--- src/rtl/multicycle_seq.sv ---
// rtl/multicycle_seq.sv - multi-cycle fetch/decode/execute control sequencer for addi/bne
//
// Purpose:
//   Steps one instruction at a time through FETCH, DECODE, EXEC and WB or BR.
//   It fetches over a req/ack instruction-memory handshake and decodes addi and bne.
//   It drives the ALU, immediate, register-file and PC strobes for each phase.
//   It counts retired instructions. It traps on an illegal opcode or a fetch timeout.
//
// Ports:
//   clk         in   1      rising-edge clock
//   rst         in   1      synchronous active-high reset; forces every output to 0
//   imem_req    out  1      fetch request, held until imem_ack
//   imem_ack    in   1      fetch complete, instr valid this cycle
//   instr       in   32     instruction word, sampled on imem_req & imem_ack
//   EQ          in   1      ALU equal flag, sampled when EXEC completes
//   stall       in   1      freezes DECODE/EXEC/WB/BR and blocks their write strobes
//   IRWrite     out  1      latch instr into IR
//   RegWrite    out  1      register-file write enable
//   PCWrite     out  1      PC update enable
//   PCsrc       out  1      0: PC+4, 1: PC+imm
//   ALUsrc      out  1      0: rs2, 1: immediate
//   ALUctrl     out  3      000 add, 001 subtract/compare
//   ImmSrc      out  2      00 I-type, 10 B-type
//   trap        out  1      sequencer halted; only rst leaves this state
//   trap_cause  out  2      00 none, 01 illegal instruction, 10 fetch timeout
//   retired     out  CNT_W  completed-instruction count, wraps silently

module multicycle_seq #(
  parameter int CNT_W    = 32,
  parameter int MAX_WAIT = 15
) (
  input  logic             clk,
  input  logic             rst,
  output logic             imem_req,
  input  logic             imem_ack,
  input  logic [31:0]      instr,
  input  logic             EQ,
  input  logic             stall,
  output logic             IRWrite,
  output logic             RegWrite,
  output logic             PCWrite,
  output logic             PCsrc,
  output logic             ALUsrc,
  output logic [2:0]       ALUctrl,
  output logic [1:0]       ImmSrc,
  output logic             trap,
  output logic [1:0]       trap_cause,
  output logic [CNT_W-1:0] retired
);

  typedef enum logic [2:0] {
    S_FETCH  = 3'd0,
    S_DECODE = 3'd1,
    S_EXEC   = 3'd2,
    S_WB     = 3'd3,
    S_BR     = 3'd4,
    S_TRAP   = 3'd5
  } state_t;

  localparam logic [6:0] OP_IMM    = 7'b0010011;
  localparam logic [6:0] OP_BRANCH = 7'b1100011;
  localparam logic [2:0] F3_ADDI   = 3'b000;
  localparam logic [2:0] F3_BNE    = 3'b001;

  localparam logic [1:0] CAUSE_ILLEGAL = 2'b01;
  localparam logic [1:0] CAUSE_TIMEOUT = 2'b10;

  // The last wait count still allowed before the fetch is abandoned.
  localparam logic [7:0] WAIT_LAST = 8'(MAX_WAIT - 1);

  state_t             state;
  state_t             state_nx;
  logic [6:0]         ir_op;
  logic [2:0]         ir_f3;
  logic               eq_q;
  logic [7:0]         wait_cnt;
  logic [1:0]         cause_q;
  logic [1:0]         cause_nx;
  logic [CNT_W-1:0]   retired_q;
  logic               retire;
  logic               is_addi;
  logic               is_bne;
  logic               fetch_done;
  logic               fetch_timeout;

  // The decode result comes from the held IR fields.
  // It stays stable across every phase after FETCH.
  assign is_addi = (ir_op == OP_IMM)    && (ir_f3 == F3_ADDI);
  assign is_bne  = (ir_op == OP_BRANCH) && (ir_f3 == F3_BNE);

  assign fetch_done    = (state == S_FETCH) && imem_ack;
  assign fetch_timeout = (state == S_FETCH) && !imem_ack && (wait_cnt == WAIT_LAST);

  // Next-state logic.
  // Every non-FETCH phase holds while stall is high, so it runs exactly once after release.
  always_comb begin
    state_nx = state;
    cause_nx = cause_q;
    retire   = 1'b0;
    case (state)
      S_FETCH: begin
        if (imem_ack) begin
          state_nx = S_DECODE;
        end else if (fetch_timeout) begin
          state_nx = S_TRAP;
          cause_nx = CAUSE_TIMEOUT;
        end
      end
      S_DECODE: begin
        if (!stall) begin
          if (is_addi || is_bne) begin
            state_nx = S_EXEC;
          end else begin
            state_nx = S_TRAP;
            cause_nx = CAUSE_ILLEGAL;
          end
        end
      end
      S_EXEC: begin
        if (!stall) begin
          state_nx = is_addi ? S_WB : S_BR;
        end
      end
      S_WB, S_BR: begin
        if (!stall) begin
          state_nx = S_FETCH;
          retire   = 1'b1;
        end
      end
      S_TRAP: begin
        state_nx = S_TRAP;
      end
      default: begin
        state_nx = S_FETCH;
      end
    endcase
  end

  always_ff @(posedge clk) begin
    if (rst) begin
      state     <= S_FETCH;
      cause_q   <= 2'b00;
      retired_q <= '0;
      wait_cnt  <= 8'd0;
      eq_q      <= 1'b0;
      ir_op     <= 7'd0;
      ir_f3     <= 3'd0;
    end else begin
      state   <= state_nx;
      cause_q <= cause_nx;
      if (fetch_done) begin
        ir_op    <= instr[6:0];
        ir_f3    <= instr[14:12];
        wait_cnt <= 8'd0;
      end else if (state == S_FETCH) begin
        wait_cnt <= wait_cnt + 8'd1;
      end
      // The BR phase uses the flag value from the EXEC cycle that actually completed.
      if ((state == S_EXEC) && !stall) begin
        eq_q <= EQ;
      end
      if (retire) begin
        retired_q <= retired_q + CNT_W'(1);
      end
    end
  end

  // Output decode.
  // All outputs are gated off by rst so nothing fires in the reset cycle.
  always_comb begin
    imem_req = 1'b0;
    IRWrite  = 1'b0;
    RegWrite = 1'b0;
    PCWrite  = 1'b0;
    PCsrc    = 1'b0;
    ALUsrc   = 1'b0;
    ALUctrl  = 3'b000;
    ImmSrc   = 2'b00;
    if (!rst) begin
      case (state)
        S_FETCH: begin
          imem_req = 1'b1;
          IRWrite  = imem_ack;
        end
        S_EXEC, S_WB, S_BR: begin
          // The ALU and immediate selects stay driven through stalls.
          // The datapath result therefore stays stable.
          if (is_bne) begin
            ALUsrc  = 1'b0;
            ALUctrl = 3'b001;
            ImmSrc  = 2'b10;
          end else if (is_addi) begin
            ALUsrc  = 1'b1;
            ALUctrl = 3'b000;
            ImmSrc  = 2'b00;
          end
          if (state == S_WB) begin
            RegWrite = !stall;
            PCWrite  = !stall;
          end
          if (state == S_BR) begin
            PCWrite = !stall;
            PCsrc   = !eq_q;
          end
        end
        default: begin
        end
      endcase
    end
  end

  assign trap       = !rst && (state == S_TRAP);
  assign trap_cause = rst ? 2'b00 : cause_q;
  assign retired    = rst ? '0 : retired_q;

endmodule

--- config.mk ---
export PLATFORM = sky130hd
export DESIGN_NAME = multicycle_seq
export DESIGN_NICKNAME = d
export VERILOG_FILES = /design/src/rtl/multicycle_seq.sv
export SDC_FILE = /design/constraint.sdc
export NUM_CORES = 1
export LEC_CHECK = 0
export BUFFER_PORTS_ARGS = -buffer_cell sky130_fd_sc_hd__buf_2
export CAP_MARGIN = 10
export CORE_UTILIZATION = 45
export CTS_BUF_LIST = sky130_fd_sc_hd__clkbuf_2 sky130_fd_sc_hd__clkbuf_4 sky130_fd_sc_hd__clkbuf_8
export DETAILED_ROUTE_END_ITERATION = 7
export MAX_ROUTING_LAYER = met4
export PLACE_DENSITY = 0.76
export SYNTH_ARGS = -nofsm -noshare
export SYNTH_HDL_FRONTEND = slang
export SYNTH_SLANG_ARGS = --single-unit
export TNS_END_PERCENT = 10
--- constraint.sdc ---
create_clock -name clk -period 2.5 [get_ports clk]
set_input_delay 0.125 -clock clk [delete_from_list [all_inputs] [get_ports clk]]
set_output_delay 0.125 -clock clk [all_outputs]
set_load 0.01 [all_outputs]
* Word level (Yosys, flattened, before mapping)
Cells that the tools add are included.
Word-level totals: flip-flop bits (word level) 56, output and inout bits 46, logic and storage cells 85
Operators by class: add/subtract/negate cells 2, eq/ne operators 16, multiplexer cells 40, reduce and logical (&&, ||, !) cells 20
Operator list (number):
- $add A32 B1 Y32 const B | 1
- $mux W32 | 1
- $mux W1 | 22
- $mux W3 | 7
- $mux W2 | 8
- $pmux W3 S5 | 1
- $ne A2 B2 Y1 const B | 6
- $add A8 B1 Y8 const B | 1
- $eq A8 B4 Y1 const B | 1
- $eq A7 B5 Y1 const B | 1
- $eq A7 B7 Y1 const B | 1
- $logic_and A1 B1 Y1 | 7
- $eq A3 B1 Y1 const B | 2
- $eq A3 B2 Y1 const B | 2
- $eq A3 B3 Y1 const B | 2
- $logic_not A3 Y1 | 2
- $reduce_and A5 Y1 | 1
- $logic_not A1 Y1 | 4
- $pmux W2 S2 | 1
- $reduce_and A4 Y1 | 1
- $reduce_or A2 Y1 | 2
- $ne A3 B3 Y1 const B | 1
- $reduce_or A3 Y1 | 1
- $reduce_bool A2 Y1 | 1
- $logic_or A1 B1 Y1 | 1

* Depth between registers and ports, before layout
Gate-level depths: netlist of the first run.
depth in word-level cells 6, depth in mapped cells 8

* Least setup slack after synthesis of the first run
Ideal clock, no wire load.
kind flip-flop to flip-flop, start reg state[2], end reg retired_q[30], library setup time 121 ps, data arrival time 2189 ps, slack 190 ps, cell stages (with the launch flop) 8, cell sequence dfxtp_1 buf_4 or3b_1 buf_2 a2111oi_4 nand3_4 nor4_1 mux2_2
Between the ends: cells in the longest elaborated chain, start to end 3
RTL lines:
- start, declared | line 71 | state_t state;
- start signal, assigned | line 149 | state <= state_nx;
- $eq A3 B2 Y1 or $eq A3 B3 Y1 (tied branches) | line 100 | case (state)
- $reduce_or A2 Y1 * | line 100
- $mux W1 * | line 100
- end signal, assigned | line 163 | retired_q <= retired_q + CNT_W'(1);
- end, declared | line 79 | logic [CNT_W-1:0] retired_q;
Mark *: on every way between the ends. The rest lies on a longest branch, timed or not. A chain may end at the register's enable or synchronous reset.

* Worst setup path in the final report of the first run
start reg state[2], end reg retired_q[31]
The elaborated chain is that of the path after synthesis.

==> qor.log, run 1 <==
qor: timing.grt_setup_unrepaired no
qor: logic_synthesis.synth.lib_cells_used.distinct 48
qor: timing.crit_path_time_final 2250 ps
qor: clock_tree.post_cts.resized_instances 0
qor: clock_tree.cts_hold_repair.buffers 0
qor: critical_path.worstSetupPathType register to register
qor: logic_synthesis.yosys_most_used_dff sky130_fd_sc_hd__dfxtp_1
qor: clock_tree.cts_tree done
qor: timing.timing_worst_slew_pin_value 726 ps
qor: power_and_ir_drop.total_leakage_power 1.39 nW
qor: critical_path.kind_of_end_point_of_the_critical_path register
qor: floorplan.floorplan.die.width 81.9 um
qor: timing.final.period_utilization 90.2%
qor: logic_synthesis.syn_area 2870 um2
qor: global_route.grt_use_total 18.8%
qor: clock_tree.clock_sink_count 56
qor: cells_and_area.area_growth_syn_to_layout 17.2%
qor: route.totalWireLength 5860 um
qor: place.port_buffers 57
qor: timing.final_critical_path_setup_slack 246 ps
qor: route.first_iter_violations 157
qor: logic_synthesis.synth_area_leader_cell sky130_fd_sc_hd__dfxtp_1
qor: run_status.run_status finished clean
qor: timing.finalClockSkew 11.0 ps
qor: logic_synthesis.seq_area_frac_synth 39.0%
qor: cells_and_area.fillCellCount 583
qor: power_and_ir_drop.power_density_normalized_to_cell_area 540 nW/um2
qor: logic_synthesis.yosys_warnings 0
qor: floorplan.effective_utilization_at_floorplan 47.7%
qor: place.dpl.cell_count 468
qor: clock_tree.clockBufferDepth 2
qor: cells_and_area.design.final.nets 440
qor: timing.hold_violations 0
qor: critical_path.cp_data_required_time 2710 ps
qor: global_route.grt_first_pass_wirelength 9680 um
qor: route.vias_per_cell 5.33
qor: logic_synthesis.synthTopCellsByArea sky130_fd_sc_hd__dfxtp_1 39%, sky130_fd_sc_hd__nor2b_1 7.2%, sky130_fd_sc_hd__xor2_1 7.0%, sky130_fd_sc_hd__nor2_1 6.3%, sky130_fd_sc_hd__nand4_1 3.7%
qor: clock_tree.tritoncts.num_buffers 5
qor: global_route.via_count_of_the_first_global_routing_pass 2234
qor: logic_synthesis.post-synth-top-area-fraction 39.0%
qor: global_route.grt_start_max_net_pins 55
qor: critical_path.worst_setup_path_start_kind register
qor: logic_synthesis.synth_async_sr_flop_share 0%
qor: cells_and_area.multi_input_area 1630 um2
qor: cells_and_area.drive_gt1_share 20.4%
qor: timing.final-max-slew-violation-count 0
qor: power_and_ir_drop.vdd_ir_drop_max 327 uV
qor: place.place_hpwl 4270 um
qor: floorplan.floorplan.die_area 6710 um2
qor: place.gpl.final_weighted_congestion 0.836
qor: clock_tree.cts_max_level 2
qor: critical_path.worst-path-max-fanout 13
qor: global_route.grt_antenna_before_repair 0
qor: logic_synthesis.synth_commonest_cells 56 x sky130_fd_sc_hd__dfxtp_1, 48 x sky130_fd_sc_hd__nor2_1, 33 x sky130_fd_sc_hd__nor2b_1
qor: job.maxCapViolations 0
qor: logic_synthesis.synthesis.instances 344
qor: critical_path.critPathArrivalTime 2460 ps
qor: logic_synthesis.synth_register_bits 56
qor: floorplan.die-height 81.9 um
qor: floorplan.num_rows 28
qor: place.place_area 3250 um2
qor: global_route.grt_remaining_overflow 0
qor: timing.setup_tns 0 ps
qor: place.placement.setup.worst_slack 245 ps
qor: cells_and_area.footprint_of_the_flip_flops_and_latches 1120 um2
qor: timing.fmax_achieved 444 MHz
qor: clock_tree.cts.root.buffer_cell sky130_fd_sc_hd__clkbuf_8
qor: route.final_antenna_net_count 0
qor: cells_and_area.fin_util 55.9%
qor: power_and_ir_drop.power.total 1.82 mW
qor: route.drc 0
qor: route.route.vias.total 2539
qor: clock_tree.clk_transition_reported_paths 100 ps
qor: clock_tree.post-cts-setup-buffers 0
qor: timing.max-slew-margin-rel 51.6%
qor: timing.report.final.setup_viol 0
qor: route.routed_wire_length_per_instance 12.3 um
qor: route.firstDrtPassIters 4
qor: cells_and_area.instances_no_fill 476
qor: clock_tree.insertion_delay 310 ps
qor: floorplan.core_area 6030 um2
qor: floorplan.pin_count 83
qor: timing.holdWs 25.6 ps
qor: cells_and_area.final_cell_area 3370 um2
qor: logic_synthesis.syn-mean-instance-area 8.35 um2
qor: cells_and_area.diodes 0
qor: logic_synthesis.synth-edff-count 0
qor: worst_hold_path.worstHoldPathType input pin to register
qor: logic_synthesis.yosys.cell_count.top_type sky130_fd_sc_hd__dfxtp_1
==> path summary, 6_finish.rpt <==
check	start	end	slack, ps	depth (start not counted)
max	state[2]	retired_q[31]	250	5
min	instr[14]	ir_f3[2]	30	2
max reg2reg	state[2]	retired_q[31]	250	5
min reg2reg	cause_q[0]	cause_q[0]	480	2
==> cells in the final DEF, fill, tap and decap left out, types with 2 or more instances in the layout <==
master	n
sky130_fd_sc_hd__conb_1	3
sky130_fd_sc_hd__a22oi_1	2
sky130_fd_sc_hd__and2_1	4
sky130_fd_sc_hd__buf_4	12
sky130_fd_sc_hd__and3_1	5
sky130_fd_sc_hd__nor2_1	48
sky130_fd_sc_hd__a21oi_1	13
sky130_fd_sc_hd__buf_2	57
sky130_fd_sc_hd__nor2b_1	33
sky130_fd_sc_hd__nand3_1	21
sky130_fd_sc_hd__inv_1	7
sky130_fd_sc_hd__and4_1	2
sky130_fd_sc_hd__a22o_1	10
sky130_fd_sc_hd__xor2_1	23
sky130_fd_sc_hd__nor3_1	5
sky130_fd_sc_hd__dfxtp_1	56
sky130_fd_sc_hd__or3_1	8
sky130_fd_sc_hd__nor4_1	5
sky130_fd_sc_hd__nand4_1	17
sky130_fd_sc_hd__nand3b_1	3
sky130_fd_sc_hd__clkbuf_8	6
sky130_fd_sc_hd__or4_1	2
sky130_fd_sc_hd__nand2_1	12
sky130_fd_sc_hd__o21ai_0	12
sky130_fd_sc_hd__mux2_2	3
sky130_fd_sc_hd__mux2i_1	2
sky130_fd_sc_hd__a211oi_1	3
sky130_fd_sc_hd__xnor2_1	5
sky130_fd_sc_hd__ha_1	3
==> state kept, by name, indices dropped and copies added (netlist names) <==
| register | cells |
|---|---|
| cause_q | 2 |
| eq_q | 1 |
| ir_f3 | 3 |
| ir_op | 7 |
| retired_q | 32 |
| state | 3 |
| wait_cnt | 8 |
==> cells by family after synthesis <==
kind of cell	after synthesis	share of synthesized area (%)
buffers and inverters	29	4.53
other	1	0.130
adder cells (fa/ha/maj)	3	1.31
AO/OA/AOI/OAI	50	12.2
AND/OR/NAND/NOR	172	32.4
flip-flops	56	39.0
XOR/XNOR	28	8.53
multiplexers	5	1.87
==> power by group <==
part | internal [mW] | switching (mW)
clock | 0.328 | 0.290
combinational | 0.103 | 0.143
sequential | 0.927 | 0.0268
==> critical path: stages, from the launching register on <==
cell and delay, ps:
sky130_fd_sc_hd__dfxtp_1 370, sky130_fd_sc_hd__or3b_1 410, sky130_fd_sc_hd__a2111oi_4 420, sky130_fd_sc_hd__nand3_4 210, sky130_fd_sc_hd__nor4_1 370, sky130_fd_sc_hd__mux2_2 370
==> final cells by class <==
type	instances	area share (%)
Tap cell	75	2.79
Timing Repair Buffer	69	11.1
Clock inverter	2	1.15
Inverter	7	0.780
Sequential cell	56	33.3
Clock buffer	6	2.45
Multi-Input combinational cell	261	48.4
==> layer usage <==
metal / global-route usage (%) / vias to the layer above / share of wire (%)
li1: - / 1314 / -
met1: 23.7 / 1166 / 50
met2: 30.4 / 51 / 45
met3: 3.44 / 8 / 3.4
met4: 5.79 / 0 / 1.1
met5: - / - / 0
Power figures use the tool's default switching activity.
==> run 2, diff against run 1 <==
--- a/config.mk
+++ b/config.mk
@@ -7,11 +7,12 @@
 export LEC_CHECK = 0
 export BUFFER_PORTS_ARGS = -buffer_cell sky130_fd_sc_hd__buf_2
 export CAP_MARGIN = 10
-export CORE_UTILIZATION = 45
+export CORE_UTILIZATION = 48
 export CTS_BUF_LIST = sky130_fd_sc_hd__clkbuf_2 sky130_fd_sc_hd__clkbuf_4 sky130_fd_sc_hd__clkbuf_8
 export DETAILED_ROUTE_END_ITERATION = 7
 export MAX_ROUTING_LAYER = met4
-export PLACE_DENSITY = 0.76
+export PLACE_DENSITY = 0.8
+export RECOVER_POWER = 100
 export SYNTH_ARGS = -nofsm -noshare
 export SYNTH_HDL_FRONTEND = slang
 export SYNTH_SLANG_ARGS = --single-unit
==> run 2 against run 1 <==
  * Global-route usage rose by 2.9 points
  * Critical path type unchanged
  * Cell area fell by 2.2%
  * Largest power group unchanged
  * Clock skew fell by 2.0 ps
  * Flip-flop and latch count did not move
  * Wire length rose by 7.3%
  * Critical endpoint is now retired_q[26]
==> qor.log, run 2 (synthesis gave the netlist of run 1 again) <==
qor: run_status.run_status finished clean
qor: global_route.grt_first_pass_wirelength 10700 um
qor: floorplan.floorplan.die.width 79.4 um
qor: route.vias_per_cell 5.51
qor: floorplan.floorplan.die_area 6300 um2
qor: power_and_ir_drop.power.combinational.fraction 13.0%
qor: power_and_ir_drop.vdd_ir_drop_max 298 uV
qor: route.drc 0
qor: timing.finalClockSkew 8.95 ps
qor: cells_and_area.most-common-layout-cells 56 x sky130_fd_sc_hd__dfxtp_1, 48 x sky130_fd_sc_hd__nor2_1, 45 x sky130_fd_sc_hd__clkbuf_1
qor: job.maxCapViolations 0
qor: critical_path.critPathArrivalTime 2530 ps
qor: clock_tree.cts_max_level 2
qor: timing.max-slew-margin-rel 25.9%
qor: global_route.via_count_of_the_first_global_routing_pass 2388
qor: route.first_iter_violations 173
qor: clock_tree.cts_hold_repair.buffers 0
qor: cells_and_area.area_growth_syn_to_layout 14.6%
qor: cells_and_area.drive_gt1_share 9.23%
qor: cells_and_area.instances_no_fill 473
qor: clock_tree.tritoncts.num_buffers 5
qor: timing.final.period_utilization 92.3%
qor: place.gpl.final_weighted_congestion 0.856
qor: timing.hold_violations 0
qor: global_route.grt_start_max_net_pins 33
qor: clock_tree.post_cts.resized_instances 0
qor: timing.fmax_achieved 434 MHz
qor: critical_path.cp_data_required_time 2720 ps
qor: power_and_ir_drop.power.net_switching 462 uW
qor: power_and_ir_drop.power_density_normalized_to_cell_area 557 nW/um2
qor: power_and_ir_drop.internal_power 1.37 mW
qor: clock_tree.insertion_delay 310 ps
qor: cells_and_area.diodes 0
qor: place.port_buffers 57
qor: timing.timing_worst_slew_pin_value 1110 ps
qor: clock_tree.clockBufferDepth 2
qor: worst_hold_path.worstHoldPathType input pin to register
qor: critical_path.worst-path-max-fanout 12
qor: floorplan.pin_count 83
qor: floorplan.effective_utilization_at_floorplan 50.9%
qor: timing.report.final.setup_viol 0
qor: global_route.grt_antenna_before_repair 0
qor: cells_and_area.layout_commonest_cell sky130_fd_sc_hd__dfxtp_1
qor: clock_tree.post-cts-setup-buffers 0
qor: cells_and_area.registers.top_by_ff_count retired_q
qor: power_and_ir_drop.clockPowerShare 35.0%
qor: route.final_antenna_net_count 0
qor: cells_and_area.fillCellCount 549
qor: cells_and_area.largest_register_ffs 32
qor: timing.final-max-slew-violation-count 0
qor: floorplan.core_area 5640 um2
qor: place.dpl.cell_count 465
qor: cells_and_area.reg.largest.list retired_q (32), wait_cnt (8), ir_op (7)
qor: critical_path.kind_of_end_point_of_the_critical_path register
qor: floorplan.die-height 79.4 um
qor: power_and_ir_drop.swShare 25.2%
qor: timing.crit_path_time_final 2310 ps
qor: clock_tree.cts.root.buffer_cell sky130_fd_sc_hd__clkbuf_8
qor: timing.setup_tns 0 ps
qor: global_route.grt_remaining_overflow 0
qor: route.route.vias.total 2607
qor: route.firstDrtPassIters 6
qor: cells_and_area.design.final.nets 440
qor: critical_path.worst_setup_path_start_kind register
qor: clock_tree.cts_tree done
qor: place.place_hpwl 4460 um
qor: route.totalWireLength 6290 um
qor: clock_tree.clock_sink_count 56
qor: clock_tree.clk_transition_reported_paths 100 ps
qor: power_and_ir_drop.total_leakage_power 1.20 nW
qor: floorplan.num_rows 27
qor: global_route.grt_use_total 21.7%
qor: timing.grt_setup_unrepaired no
qor: route.routed_wire_length_per_instance 13.3 um
qor: critical_path.worstSetupPathType register to register
qor: power_and_ir_drop.power_share_of_the_sequential_group 52.0%
==> run 2: cell count changes in the layout (fill, tap and decap cells not counted), sizes merged <==
cell / before / now
buf: 69 / 22
clkinv: 1 / 0
clkbuf: 6 / 54
==> run 2: per-layer routing <==
layer / vias up / share of wire [%] / GRT usage (%)
met4: 0 / 0.52 / 5.45
met2: 70 / 49 / 37.1
met1: 1223 / 46 / 26.3
met5: - / 0 / -
met3: 5 / 4.2 / 4.23
li1: 1309 / - / -
==> run 2: power groups by stage <==
stage	Sequential (mW)	Clock [mW]	Combinational [mW]
after floorplan	0.968	0	0.185
after global placement	0.972	0	0.241
after detailed placement	0.972	0	0.247
after CTS	0.952	0.654	0.247
after global routing	0.958	0.696	0.267
final	0.953	0.642	0.239
==> run 2: area by class of cell <==
type,instances,area (um2),area share [%]
flip-flops and latches,56,1120,34.0
repair buffers,69,299,9.08
inverters,7,26.3,0.798
multi-input cells,261,1630,49.5
clock inverters,1,30.0,0.912
clock buffers,7,96.3,2.93
well taps,72,90.1,2.74
==> run 2: worst paths after layout <==
check | cells past startpoint | endpoint | slack [ps] | startpoint
max reg2reg | 6 | retired_q[26] | 190 | state[2]
max | 6 | retired_q[26] | 190 | state[2]
min | 2 | ir_f3[0] | 30 | instr[12]
min reg2reg | 2 | cause_q[0] | 480 | cause_q[0]
==> run 2: critical path: stages (launching register included) <==
cell and delay, ps:
sky130_fd_sc_hd__dfxtp_1 360, sky130_fd_sc_hd__or3b_1 490, sky130_fd_sc_hd__a2111oi_4 420, sky130_fd_sc_hd__nand3_4 200
sky130_fd_sc_hd__clkbuf_1 230, sky130_fd_sc_hd__or3_1 370, sky130_fd_sc_hd__a21oi_1 150
==> run 2: metrics by stage <==
step,utilization (%),power [mW],worst slack [ps],hold WS [ps],area [um2]
2_1_floorplan,-,1.15,190,258,2880
3_3_place_gp,57.5,1.21,238,342,3240
3_5_place_dp,57.5,1.22,239,350,3240
4_1_cts,59.7,1.85,206,23.8,3370
5_1_grt,58.4,1.92,75.7,22.1,3290
6_report,58.4,1.83,193,33.4,3290
==> run 3, diff against run 2 <==
--- a/config.mk
+++ b/config.mk
@@ -7,11 +7,11 @@
 export LEC_CHECK = 0
 export BUFFER_PORTS_ARGS = -buffer_cell sky130_fd_sc_hd__buf_2
 export CAP_MARGIN = 10
-export CORE_UTILIZATION = 48
+export CORE_UTILIZATION = 52
 export CTS_BUF_LIST = sky130_fd_sc_hd__clkbuf_2 sky130_fd_sc_hd__clkbuf_4 sky130_fd_sc_hd__clkbuf_8
 export DETAILED_ROUTE_END_ITERATION = 7
 export MAX_ROUTING_LAYER = met4
-export PLACE_DENSITY = 0.8
+export PLACE_DENSITY = 0.82
 export RECOVER_POWER = 100
 export SYNTH_ARGS = -nofsm -noshare
 export SYNTH_HDL_FRONTEND = slang
==> constraint.sdc (replaced) <==
create_clock -name clk -period 2.6 [get_ports clk]
set_input_delay 0.13 -clock clk [delete_from_list [all_inputs] [get_ports clk]]
set_output_delay 0.13 -clock clk [all_outputs]
set_load 0.01 [all_outputs]
==> run 3 against run 2 <==
  * The run now ends with capacitance limit, slew limit left
  * Cell count down 1.1%
  * Sequential power down 3.6%
  * Register-to-register slack about the same
  * Critical path type is now register to output pin
  * Largest power group unchanged
==> qor.log, run 3 (synthesis gave the netlist of run 1 again) <==
qor: cells_and_area.final_cell_area 3310 um2
qor: power_and_ir_drop.total_leakage_power 1.21 nW
qor: clock_tree.post-cts-setup-buffers 0
qor: cells_and_area.area_growth_syn_to_layout 15.1%
qor: cells_and_area.instances_no_fill 468
qor: clock_tree.post_cts.resized_instances 0
qor: clock_tree.cts_hold_repair.buffers 0
qor: timing.fmax_achieved 415 MHz
qor: critical_path.critPathArrivalTime 2280 ps
qor: cells_and_area.drive_gt1_share 9.05%
qor: route.totalWireLength 6090 um
qor: clock_tree.clock_sink_count 56
qor: cells_and_area.fillCellCount 475
qor: route.firstDrtPassIters 4
qor: floorplan.floorplan.die.width 76.3 um
qor: critical_path.cp_data_required_time 2470 ps
qor: timing.grt_setup_unrepaired no
qor: power_and_ir_drop.vdd_ir_drop_max 279 uV
qor: floorplan.floorplan.die_area 5830 um2
qor: route.route.vias.total 2549
qor: floorplan.core_area 5200 um2
qor: timing.timing_worst_slew_pin_value 1540 ps
qor: critical_path.worstSetupPathType register to output pin
qor: global_route.grt_remaining_overflow 0
qor: cells_and_area.diodes 0
qor: timing.hold_violations 0
qor: global_route.grt_start_max_net_pins 39
qor: clock_tree.cts.root.buffer_cell sky130_fd_sc_hd__clkbuf_8
qor: timing.setup_tns 0 ps
qor: critical_path.worst_setup_path_start_kind register
qor: global_route.grt_antenna_before_repair 0
qor: clock_tree.cts_max_level 2
qor: timing.final.period_utilization 92.7%
qor: clock_tree.insertion_delay 310 ps
qor: floorplan.die-height 76.3 um
qor: timing.max-slew-margin-rel -2.76%
qor: route.final_antenna_net_count 0
qor: timing.finalClockSkew 5.98 ps
qor: run_status.run_status complete, but fails checks
qor: job.maxCapViolations 1
qor: critical_path.kind_of_end_point_of_the_critical_path output pin
qor: place.dpl.cell_count 460
qor: cells_and_area.most-common-layout-cells 56 x sky130_fd_sc_hd__dfxtp_1, 48 x sky130_fd_sc_hd__nor2_1, 43 x sky130_fd_sc_hd__clkbuf_1
qor: route.drc 0
qor: route.vias_per_cell 5.45
qor: clock_tree.cts_tree done
qor: floorplan.effective_utilization_at_floorplan 55.2%
qor: global_route.grt_use_total 22.2%
qor: cells_and_area.footprint_of_the_flip_flops_and_latches 1120 um2
qor: cells_and_area.design.final.nets 437
qor: floorplan.pin_count 83
qor: cells_and_area.registers.top_by_ff_count retired_q
qor: place.place_hpwl 4240 um
qor: route.routed_wire_length_per_instance 13.0 um
qor: clock_tree.clockBufferDepth 2
qor: timing.crit_path_time_final 2410 ps
qor: power_and_ir_drop.power_density_normalized_to_cell_area 577 nW/um2
qor: cells_and_area.multi_input_area 1630 um2
qor: clock_tree.tritoncts.num_buffers 5
qor: cells_and_area.largest_register_ffs 32
qor: place.port_buffers 57
qor: cells_and_area.reg.largest.list retired_q (32), wait_cnt (8), ir_op (7)
qor: place.gpl.final_weighted_congestion 0.836
qor: global_route.grt_first_pass_wirelength 10300 um
qor: route.first_iter_violations 141
qor: timing.holdWs 32.3 ps
qor: run_status.violated_checks capacitance limit, slew limit
qor: worst_hold_path.worstHoldPathType input pin to register
qor: critical_path.worst-path-max-fanout 16
qor: timing.final-max-slew-violation-count 39
qor: cells_and_area.fin_util 63.6%
qor: floorplan.num_rows 26
qor: place.place_area 3220 um2
qor: cells_and_area.layout_commonest_cell sky130_fd_sc_hd__dfxtp_1
qor: global_route.via_count_of_the_first_global_routing_pass 2331
qor: timing.report.final.setup_viol 0
qor: clock_tree.clk_transition_reported_paths 100 ps
[run 3: changes by cell type in the layout (fill, tap and decap cells not counted), sizes merged]
cell / delta
clkbuf: -5
bufinv: +2
[run 3: critical path, cell delays in order (launching register included)]
cell	delay [ps]
sky130_fd_sc_hd__dfxtp_1	340
sky130_fd_sc_hd__clkbuf_1	270
sky130_fd_sc_hd__or3_1	490
sky130_fd_sc_hd__nor2_1	120
sky130_fd_sc_hd__and2_0	510
sky130_fd_sc_hd__buf_2	230
[run 3: through the flow]
| step | power [mW] | setup slack [ps] |
|---|---|---|
| 6_report | 1.91 | 191 |
| 5_1_grt | 1.98 | 53.8 |
| 3_5_place_dp | 1.17 | 260 |
| 2_1_floorplan | 1.11 | 290 |
| 3_3_place_gp | 1.16 | 292 |
| 4_1_cts | 1.93 | 231 |
[run 3: area by class of cell]
class                   instances  share of cell area, %
multi-input cells             261                   49.3
flip-flops and latches         56                   33.9
repair buffers                 66                   8.59
clock inverters                 3                   2.72
well taps                      70                   2.65
clock buffers                   5                   2.08
inverters                       7                  0.794
[run 3: metal layers]
| layer | up-vias | GRT usage [%] | wire [um] |
|---|---|---|---|
| met5 | - | - | 0 |
| met4 | 0 | 7.88 | 102 |
| met3 | 10 | 4.43 | 225 |
| met2 | 50 | 38.1 | 2990 |
| met1 | 1185 | 25.7 | 2770 |
| li1 | 1304 | - | - |
[run 3: path summary, 6_finish.rpt]
check	startpoint	end	slack (ps)	cells after the start
setup reg to reg	state[2]	retired_q[31]	200	5
hold / removal	instr[4]	ir_op[4]	30	2
hold reg to reg	ir_op[1]	ir_op[1]	480	1
setup / recovery	state[2]	IRWrite	190	5
[run 3: power by group]
part           total (mW)  leakage (nW)  internal, mW  switching [mW]
clock               0.759        0.0784         0.481           0.278
sequential          0.919         0.453         0.892          0.0270
combinational       0.230         0.674        0.0859           0.144
total                1.91          1.21          1.46           0.449
